--- src/rtl/cpu_control_fsm.sv ---
// cpu_control_fsm: multi-cycle fetch/decode/execute/memory/writeback sequencer for the AVR-subset CPU
//   clk, reset            : rising-edge clock, asynchronous active-low reset
//   opcode_type           : one-hot instruction type from decode_unit (bit 0 = unknown)
//   opcode_group          : group bits from decode_unit {store, memory, register, alu}
//   halt                  : request to stop at the next instruction boundary
//   imem_ack, dmem_ack    : memory handshake acks (same-cycle ack allowed)
//   imem_req, ir_load     : instruction fetch request and instruction register load
//   alu_enable, sreg_we   : ALU evaluate and status register write
//   addr_indirect         : data address from Y pointer instead of the immediate field
//   dmem_req, dmem_we     : data memory request and write qualifier
//   rf_we, rf_src         : register file write and source (0 ALU, 1 imd, 2 rr, 3 memory)
//   pc_inc                : retire pulse
//   state, trap, retired  : state encoding, sticky fault, retired-instruction count
`ifndef OPCODE_COUNT
`define OPCODE_COUNT 13
`endif
`ifndef GROUP_COUNT
`define GROUP_COUNT 4
`endif
module cpu_control_fsm #(
   parameter int RETIRED_WIDTH = 16,
   parameter int MEM_TIMEOUT   = 15,
   parameter int TO_WIDTH      = 4
) (
   input  logic                     clk,
   input  logic                     reset,
   input  logic [`OPCODE_COUNT-1:0] opcode_type,
   input  logic [`GROUP_COUNT-1:0]  opcode_group,
   input  logic                     halt,
   input  logic                     imem_ack,
   input  logic                     dmem_ack,
   output logic                     imem_req,
   output logic                     ir_load,
   output logic                     alu_enable,
   output logic                     sreg_we,
   output logic                     addr_indirect,
   output logic                     dmem_req,
   output logic                     dmem_we,
   output logic                     rf_we,
   output logic [1:0]               rf_src,
   output logic                     pc_inc,
   output logic [2:0]               state,
   output logic                     trap,
   output logic [RETIRED_WIDTH-1:0] retired
);
   localparam int T_UNKNOWN = 0;
   localparam int T_NOP     = 1;
   localparam int T_MOV     = 7;
   localparam int T_LDI     = 8;
   localparam int T_LD_Y    = 11;
   localparam int T_ST_Y    = 12;
   localparam int G_ALU     = 0;
   localparam int G_MEM     = 2;
   localparam int G_STORE   = 3;
   typedef enum logic [2:0] {
      S_RESET = 3'd0, S_IF = 3'd1, S_ID = 3'd2, S_EX = 3'd3,
      S_MEM = 3'd4, S_WB = 3'd5, S_HALT = 3'd6, S_TRAP = 3'd7
   } state_t;
   state_t st, nxt, done;
   logic alu_q, mem_q, store_q, ind_q, ldi_q, mov_q;
   logic alu_n, mem_n, store_n, ind_n, ldi_n, mov_n;
   logic [TO_WIDTH-1:0] to_cnt;
   logic legal, waiting, timed_out;
   // decode flags are captured in S_ID; the *_n copies let the registered strobes
   // for the state entered from S_ID see the decode result on the same edge
   assign alu_n   = st == S_ID ? opcode_group[G_ALU] : alu_q;
   assign mem_n   = st == S_ID ? opcode_group[G_MEM] : mem_q;
   assign store_n = st == S_ID ? opcode_group[G_STORE] : store_q;
   assign ind_n   = st == S_ID ? opcode_type[T_LD_Y] | opcode_type[T_ST_Y] : ind_q;
   assign ldi_n   = st == S_ID ? opcode_type[T_LDI] : ldi_q;
   assign mov_n   = st == S_ID ? opcode_type[T_MOV] : mov_q;
   // an all-zero type vector is treated like the explicit unknown type
   assign legal     = !opcode_type[T_UNKNOWN] && |opcode_type[`OPCODE_COUNT-1:1];
   assign waiting   = (st == S_IF && !imem_ack) || (st == S_MEM && !dmem_ack);
   // trap on the cycle the wait count would reach MEM_TIMEOUT; an ack that cycle wins
   assign timed_out = waiting && to_cnt == TO_WIDTH'(MEM_TIMEOUT - 1);
   assign done      = halt ? S_HALT : S_IF;
   assign ir_load   = st == S_IF && imem_ack;
   assign pc_inc    = (st == S_ID && legal && opcode_type[T_NOP]) || st == S_WB ||
                      (st == S_MEM && dmem_ack && store_q);
   assign state     = st;
   always_comb begin
      nxt = st;
      case (st)
         S_RESET: nxt = S_IF;
         S_IF:    nxt = imem_ack ? S_ID : timed_out ? S_TRAP : S_IF;
         S_ID:    nxt = !legal ? S_TRAP : opcode_type[T_NOP] ? done :
                        |opcode_group[G_MEM:G_ALU] ? S_EX : S_TRAP;
         S_EX:    nxt = mem_q ? S_MEM : S_WB;
         S_MEM:   nxt = dmem_ack ? (store_q ? done : S_WB) : timed_out ? S_TRAP : S_MEM;
         S_WB:    nxt = done;
         S_HALT:  nxt = halt ? S_HALT : S_IF;
         default: nxt = S_TRAP;
      endcase
   end
   always_ff @(posedge clk or negedge reset)
      if (!reset) begin
         st            <= S_RESET;
         alu_q         <= 1'b0;
         mem_q         <= 1'b0;
         store_q       <= 1'b0;
         ind_q         <= 1'b0;
         ldi_q         <= 1'b0;
         mov_q         <= 1'b0;
         to_cnt        <= '0;
         retired       <= '0;
         imem_req      <= 1'b0;
         alu_enable    <= 1'b0;
         addr_indirect <= 1'b0;
         dmem_req      <= 1'b0;
         dmem_we       <= 1'b0;
         rf_we         <= 1'b0;
         sreg_we       <= 1'b0;
         rf_src        <= 2'd0;
         trap          <= 1'b0;
      end else begin
         st            <= nxt;
         alu_q         <= alu_n;
         mem_q         <= mem_n;
         store_q       <= store_n;
         ind_q         <= ind_n;
         ldi_q         <= ldi_n;
         mov_q         <= mov_n;
         to_cnt        <= (waiting && nxt == st) ? to_cnt + TO_WIDTH'(1) : '0;
         retired       <= retired + RETIRED_WIDTH'(pc_inc);
         imem_req      <= nxt == S_IF;
         alu_enable    <= nxt == S_EX && alu_n;
         addr_indirect <= (nxt == S_EX || nxt == S_MEM) && ind_n;
         dmem_req      <= nxt == S_MEM;
         dmem_we       <= nxt == S_MEM && store_n;
         rf_we         <= nxt == S_WB;
         sreg_we       <= nxt == S_WB && alu_n;
         rf_src        <= nxt != S_WB ? 2'd0 : mem_n ? 2'd3 : mov_n ? 2'd2 : ldi_n ? 2'd1 : 2'd0;
         trap          <= nxt == S_TRAP;
      end
endmodule

--- config.mk ---
export PLATFORM = sky130hd
export DESIGN_NAME = cpu_control_fsm
export DESIGN_NICKNAME = d
export VERILOG_FILES = /design/src/rtl/cpu_control_fsm.sv
export SDC_FILE = /design/constraint.sdc
export NUM_CORES = 1
export LEC_CHECK = 0
export ABC_AREA = 1
export ABC_CLOCK_PERIOD_IN_PS = 2650
export CAP_MARGIN = 0
export CORE_AREA = 5 5 85 87
export CTS_CLUSTER_DIAMETER = 100
export CTS_CLUSTER_SIZE = 14
export DETAILED_ROUTE_END_ITERATION = 10
export DIE_AREA = 0 0 90 92
export PLACE_DENSITY_LB_ADDON = 0.05
export RECOVER_POWER = 25
export SLEW_MARGIN = 25
export SYNTH_ARGS = -nofsm -noshare
export SYNTH_HDL_FRONTEND = slang
export SYNTH_SLANG_ARGS = --single-unit
--- constraint.sdc ---
create_clock -name clk -period 2.65 [get_ports clk]
set_input_delay 0.3975 -clock clk [delete_from_list [all_inputs] [get_ports clk]]
set_output_delay 0.3975 -clock clk [all_outputs]
set_load 0.005 [all_outputs]
## Word-level counts from Yosys, hierarchy flattened

Index checks and enable logic that the tools add are counted.

| cells by class | value |
|---|---|
| $add $sub $neg | 2 |
| muxes and demuxes | 22 |
| reductions and logical operators | 25 |
| bitwise gates (word level) | 1 |
| equal/unequal tests | 14 |

Operators by type and width:

| cell | number |
|---|---|
| two-way mux 3 bit | 8 |
| == test 3 bit (second input constant) | 6 |
| one-hot mux 3 bit (6 select lines) | 1 |
| adder 16 x 1 -> 16 bit | 1 |
| logical AND 1 bit | 14 |
| OR reduction 12 bit | 1 |
| == test 3 x 2 -> 1 bit (second input constant) | 3 |
| two-way mux 1 bit | 8 |
| two-way mux 2 bit | 4 |
| == test 3 x 1 -> 1 bit (second input constant) | 2 |
| adder 4 x 1 -> 4 bit (second input constant) | 1 |
| == test 4 bit (second input constant) | 1 |
| logical OR 1 bit | 4 |
| two-way mux 4 bit | 1 |
| == test 3 bit | 1 |
| logical NOT 1 bit | 3 |
| logical NOT 3 bit | 1 |
| != test 3 bit (second input constant) | 1 |
| OR reduction 3 bit | 1 |
| OR reduction 2 bit | 1 |
| OR 1 bit | 1 |

| storage, ports and cells | value |
|---|---|
| register bits | 39 |
| logic and storage cells | 82 |

## Logic depth before layout (Yosys ltp)

Gate-level depths: netlist of the first run.

| depth | value |
|---|---|
| depth after elaboration | 10 |
| gate-level depth with buffers | 16 |

## Least setup slack after synthesis of the first run

No wires, ideal clock.

| timing | value |
|---|---|
| path type | register -> register |
| start | reg st[2], in the netlist state[2] |
| end | reg retired[14] |
| arrival | 2.357 ns |
| path buffers | 2 |
| cell stages (with the launch flop) | 17 |
| setup time | 0.079 ns |
| slack | 0.213 ns |
| cell sequence | dfrtp_1 -> buf_4 -> nor3_2 -> buf_4 -> nand3_1 -> o211ai_1 -> ha_1 -> ha_1 -> nand2_1 -> nor2_1 -> nand3_1 -> nor2_1 -> nand3_1 -> inv_1 -> nand2_1 -> nor3_2 -> xor2_1 |

| on the way | value |
|---|---|
| longest elaborated chain between the ends | 6 |
| elaborated cells on any way between the ends | 10 |

RTL lines:

| element | line | text |
|---|---|---|
| from (decl) | 59 | `state_t st, nxt, done;` |
| from (signal assigned) | 117 | `st <= nxt;` |
| == test 3 x 2 -> 1 bit | 79 | `assign pc_inc = (st == S_ID && legal && opcode_type[T_NOP]) \|\| st == S_WB \|\|` |
| logical AND 1 bit (2 in a row) | 79 |  |
| logical OR 1 bit | 79 |  |
| logical OR 1 bit (*) | 79 |  |
| named net pc_inc | 41 | `output logic pc_inc,` |
| adder 16 x 1 -> 16 bit (*) | 125 | `retired <= retired + RETIRED_WIDTH'(pc_inc);` |
| to (signal assigned) | 125 |  |
| to (decl) | 44 | `output logic [RETIRED_WIDTH-1:0] retired` |

The timed path passes the listed nets; every way through them passes the cells marked *.

## Final worst setup path of the first run

| timing | value |
|---|---|
| start | reg st[0], in the netlist state[0] |
| end | reg retired[14] |

| on the way | value |
|---|---|
| longest elaborated chain between the ends | 6 |
| elaborated cells on any way between the ends | 10 |

RTL lines:

| element | line |
|---|---|
| == test 3 x 2 -> 1 bit | 79 |
| logical AND 1 bit (2 in a row) | 79 |
| logical OR 1 bit | 79 |
| logical OR 1 bit (*) | 79 |
| adder 16 x 1 -> 16 bit (*) | 125 |

Every way passes the cells marked *; elsewhere a longest branch is shown, timed or not.

==> out/results.ini, run 1 <==
[route]
drt-wirelength-per-cell_um = 11.8
viasPerCell = 4.36
drc_errors = 0
route.vias.total = 1551
first_pass_iters = 4
antenna_left = 0
wl_um = 4190
drtIter0Drc = 29

[timing]
skew_ns = 0.00540
setup_viol = 0
relSlewSlack_pct = -37.1
worst_pin_slew_ns = 2.06
fin_crit_ns = 2.43
fmax_mhz = 411
holdWs_ns = 0.465
finalHoldViolations = 0
fin_crit_sh_pct = 91.9
slew_viol_final = 40

[power]
vdd_drop_max_mv = 0.256
total_power_mw = 1.16
leakage_nw = 1.34
power_density_mw_per_mm2 = 431

[floorplanning]
pin_count = 53
core_mm2 = 0.00628
rows = 29
floorplan.initialDensity_pct = 29.8
fp.dieH_um = 92
die_width_um = 90
dieArea_mm2 = 0.00828

[critical_path]
r2r-end = retired[14]
ff2ff_setup_slack_ns = 0.22
path_cells = nor2_4 -> nand2_2 -> o211ai_1 -> ha_2 -> ha_1 -> nand2_1 -> nor2_2 -> nand3_2 -> nor2_2 -> nand3_1 -> inv_1 -> nand2_1 -> nor3_2 -> xor2_1
crit_path_max_fanout = 5
cpMaxStageDelayCell = dfrtp_2
ff2ff_path_depth = 14
critPathLaunch = state[0]
cp-endpoint = retired[14]
cp-start-kind = flip-flop
cp-end-kind = flip-flop
cp.arrival_ns = 2.64
r2r-start = state[0]
worstSetupPathType = flip-flop to flip-flop
cp.required_ns = 2.86
crit_path_max_incr_delay_ns = 0.46

[logic_synthesis]
synth_top_family_by_area = simple AND/OR/NAND/NOR gates
yosysSeqAreaShare_pct = 52.1
synth_xor_area_share_pct = 7.02
yosys.area.top_type = dfrtp_1
synthesis.area_mm2 = 0.00187
ys_ff_latch = 39
synth_top_cells_by_area = dfrtp_1 (52%), nand2_1 (6.2%), xor2_1 (6.1%)
synth_cells = 209
synthMuxAreaShare_pct = 0
synth.distinct_cells = 26
synth-simple-area-share_pct = 26.8
synth_edf_count = 0
synth_top_area_share_pct = 52.1
synth.avg_cell_area_um2 = 8.96
synthArstFlopShare_pct = 100
synth_ff_type = dfrtp_1
yosysWarnings = 0
synth_nets = 235
synth_fa_ha_area_share_pct = 2.67
synth_compound_area_share_pct = 4.34

[global_routing]
antenna_found_initial = 0
grt_pass1_wl_um = 7280
grt-ovfl-total = 0
grt_max_degree = 40
grt_usage_pct = 10.6
grt_pass1_vias = 1545

[outcome]
status = finished, violations left
violations = capacitance limit, slew limit

[min_path]
hold_class = flip-flop to flip-flop

[placed_design]
dp.cells = 347
place_congestion = 0.739
io_buffer_count = 52
dp_hpwl_um = 3300

[clock_tree]
cts_buffers = 5
cts.clk_slew.worst_paths_ns = 0.07
clock_sinks = 39
cts_tree = built
cts.root.buffer_cell = clkbuf_8
cts_buffer_depth = 2
clock_latency_ns = 0.29
hold_buffers = 0
cts_max_level = 2

[layout]
num-nets-final = 304
syn_to_final_growth_pct = 44.1
n_antenna_cell = 0
instances_no_fill = 356
drive_above_1_share_pct = 16.5

[job]
cap_violations = 1

[critical path, delay by kind of cell (launching register included)]
| family | cells | cell delay [ns] |
|---|---|---|
| xor+xnor | 1 | 0.16 |
| buf+inv | 1 | 0.07 |
| fa+ha+maj | 2 | 0.40 |
| flops | 1 | 0.46 |
| compound gates | 1 | 0.31 |
| simple gates | 9 | 0.95 |
[where the power goes]
| part | internal [mW] | leakage, nW | switching [mW] |
|---|---|---|---|
| Sequential | 0.595 | 0.477 | 0 |
| Clock | 0.305 | 0.0612 | 0.206 |
| Combinational | 0.0327 | 0.798 | 0.0251 |
[flip-flops by register name (all words and copies together), names as in the netlist, 2 cells and up]
name     flops
retired     16
rf_src       2
state        3
to_cnt       4
[through the flow]
stage / worst slack, ns / setup TNS (ns) / area, um^2 / utilization [%]
final: 0.216 / 0 / 2700 / 43.0
after global routing: -0.0186 / -0.0186 / 2700 / 43.0
after CTS: 0.0467 / 0 / 2670 / 42.5
after detailed placement: -0.0871 / -0.117 / 2550 / 40.6
after global placement: -0.0361 / -0.0361 / 2550 / 40.6
after floorplan: 0.213 / 0 / 1870 / -
[layout make-up]
class                   instances  area, um^2
repair buffers                 64         604
inverters                      31         116
clock buffers                   6        82.6
flip-flops and latches         39         978
well taps                      77        96.3
multi-input cells             137         785
clock inverters                 2        35.0
fillers                       650        3580
[worst min path at each step]
stage,slack [ns],depth (start not counted),end,startpoint
6_report,0.47,1,retired[15],retired[15]
5_1_grt,0.48,1,retired[15],retired[15]
4_1_cts,0.25,1,ldi_q,reset
3_5_place_dp,0.46,1,retired[15],retired[15]
3_3_place_gp,0.46,1,retired[15],retired[15]
2_1_floorplan,0.10,0,addr_indirect,reset
[cells in the mapped netlist (4+ instances only)]
library cell / number
a21oi_1: 7
ha_1: 4
nand2_1: 31
inv_1: 30
nand2_2: 5
nor3_1: 4
nand3_1: 17
dfrtp_1: 39
xor2_1: 13
nor2_1: 28
[per-layer routing]
metal,vias to the layer above,global-route usage [%],part of all wire (%)
met5,-,0,0
met4,0,4.47,1.9
met3,5,2.37,4.8
met2,40,16.5,46
met1,704,14.2,48
li1,802,-,-
[cells by family (layout without fill, tap and decap cells)]
kind of cell    count (synthesis)  after routing
compound gates                 15             15
xor+xnor                       15             15
fa+ha+maj                       4              4
buf+inv                        33            103
flops                          39             39
simple gates                  103            103
[layout by cell type (no fill, tap or decap), types with 6 or more instances in the layout]
cell             instances
a21oi_1                  7
buf_4                   12
clkbuf_8                 6
clkdlybuf4s50_1         51
dfrtp_1                 37
inv_1                   30
nand2_1                 30
nand2_2                  6
nand3_1                 16
nor2_1                  26
xor2_1                  13
[repair_timing]
item / in CTS / in global routing
gates resized for setup: 0 / 8
buffers inserted: 0 / 1
setup endpoints to repair: 0 / 4
Power figures use the tool's default switching activity.
==> run 2: changes to the inputs <==
--- a/config.mk
+++ b/config.mk
@@ -13,6 +13,7 @@
 export CTS_CLUSTER_SIZE = 14
 export DETAILED_ROUTE_END_ITERATION = 10
 export DIE_AREA = 0 0 90 92
+export MAX_ROUTING_LAYER = met4
 export PLACE_DENSITY_LB_ADDON = 0.05
 export RECOVER_POWER = 25
 export SLEW_MARGIN = 25
==> out/results.ini, run 2 (synthesized netlist as in run 1, its figures left out) <==
[placed_design]
post_dp_cell_area_mm2 = 0.00255
io_buffer_count = 52
post-place-ws_ns = -0.0871
dp_hpwl_um = 3300
place_congestion = 0.748

[timing]
slew_viol_final = 40
worst_pin_slew_ns = 2.06
finalHoldViolations = 0
fmax_mhz = 411
holdWs_ns = 0.465
fin_ws_ns = 0.215
fin_crit_sh_pct = 91.9
relSlewSlack_pct = -37.2
fin_crit_ns = 2.43
setup_viol = 0
skew_ns = 0.00540

[global_routing]
grt_pass1_vias = 1538
antenna_found_initial = 0
grt-ovfl-total = 0
grt_usage_pct = 10.9
grt_pass1_wl_um = 7310
grt_max_degree = 40

[outcome]
violations = capacitance limit, slew limit
status = finished, violations left

[layout]
multi_input_area_um2 = 785
fillers = 650
regMostFlops = retired
num-nets-final = 304
layout_commonest_cell = clkdlybuf4s50_1
n_antenna_cell = 0
syn_to_final_growth_pct = 44.1
largest_reg_flops = 16
final_cell_mix = clkdlybuf4s50_1 (51), dfrtp_1 (37), nand2_1 (30), inv_1 (30), nor2_1 (26)
drive_above_1_share_pct = 16.5
seqCellArea_um2 = 978
final_area_mm2 = 0.00270

[route]
drc_errors = 0
viasPerCell = 4.35
wl_um = 4180
drt-wirelength-per-cell_um = 11.8
drtIter0Drc = 31
first_pass_iters = 4
route.vias.total = 1548
antenna_left = 0

[clock_tree]
cts_tree = built
clock_sinks = 39
cts.root.buffer_cell = clkbuf_8
cts_buffer_depth = 2
cts_max_level = 2
hold_buffers = 0
clock_latency_ns = 0.29
cts_buffers = 5
cts.clk_slew.worst_paths_ns = 0.07

[floorplanning]
rows = 29
fp.dieH_um = 92
pin_count = 53
die_width_um = 90
floorplan.initialDensity_pct = 29.8
core_mm2 = 0.00628
dieArea_mm2 = 0.00828

[job]
cap_violations = 1

[critical_path]
ff2ff_path_depth = 14
cp.required_ns = 2.86
worstSetupPathType = flip-flop to flip-flop
r2r-start = state[0]
crit_path_max_fanout = 5
critPathLaunch = state[0]
cp-endpoint = retired[14]
r2r-end = retired[14]
ff2ff_setup_slack_ns = 0.22
cp-end-kind = flip-flop
cp-start-kind = flip-flop
cp.arrival_ns = 2.65

[power]
power_density_mw_per_mm2 = 431
total_power_mw = 1.16
leakage_nw = 1.34
vdd_drop_max_mv = 0.256

[min_path]
hold_class = flip-flop to flip-flop

run 2: cell counts in the layout (fill, tap and decap cells not counted):
No cell type changed its count.
run 2: metrics by stage:
stage	util, %	setup TNS, ns	std cells
after floorplan	-	0	209
after global placement	40.6	-0.0361	347
after detailed placement	40.6	-0.117	347
after CTS	42.5	0	355
after global routing	43.0	-0.0213	356
final	43.0	0	356
run 2: final cells by class:
class                           count  area share (%)
Clock inverter                      2            1.30
Timing Repair Buffer               64            22.4
Inverter                           31            4.31
Multi-Input combinational cell    137            29.1
Tap cell                           77            3.57
Clock buffer                        6            3.06
Sequential cell                    39            36.3
run 2: worst max-delay path, cell delays in order, from the launching register on:
cell      delay (ns)
dfrtp_2         0.46
nor2_4          0.15
nand2_2         0.08
o211ai_1        0.31
ha_2            0.24
ha_1            0.16
nand2_1         0.07
nor2_2          0.15
nand3_2         0.10
nor2_2          0.11
nand3_1         0.07
inv_1           0.07
nand2_1         0.08
nor3_2          0.14
xor2_1          0.16
run 2: what timing repair did:
| action | 4_1_cts | 5_1_grt |
|---|---|---|
| hold endpoints to repair | 0 | 0 |
| setup buffers | 0 | 1 |
| setup endpoints to repair | 0 | 5 |
| gates resized for setup | 0 | 8 |
run 2: worst min path at each step:
stage	to	startpoint	slack [ns]	depth (start not counted)
detailed placement	retired[15]	retired[15]	0.46	1
floorplan	addr_indirect	reset	0.10	0
global route	retired[15]	retired[15]	0.48	1
global placement	retired[15]	retired[15]	0.46	1
CTS	ldi_q	reset	0.25	1
finish	retired[15]	retired[15]	0.47	1
run 2: routing by layer:
layer | track usage, % | up-vias | part of all wire [%]
li1 | - | 802 | -
met1 | 14.3 | 701 | 48
met2 | 16.4 | 40 | 45
met3 | 2.37 | 5 | 4.8
met4 | 4.47 | 0 | 1.9
met5 | - | - | 0
run 2: power by group:
group	total (mW)	switching [mW]	internal, mW
Clock	0.511	0.206	0.305
Sequential	0.595	0	0.595
Combinational	0.0578	0.0251	0.0327
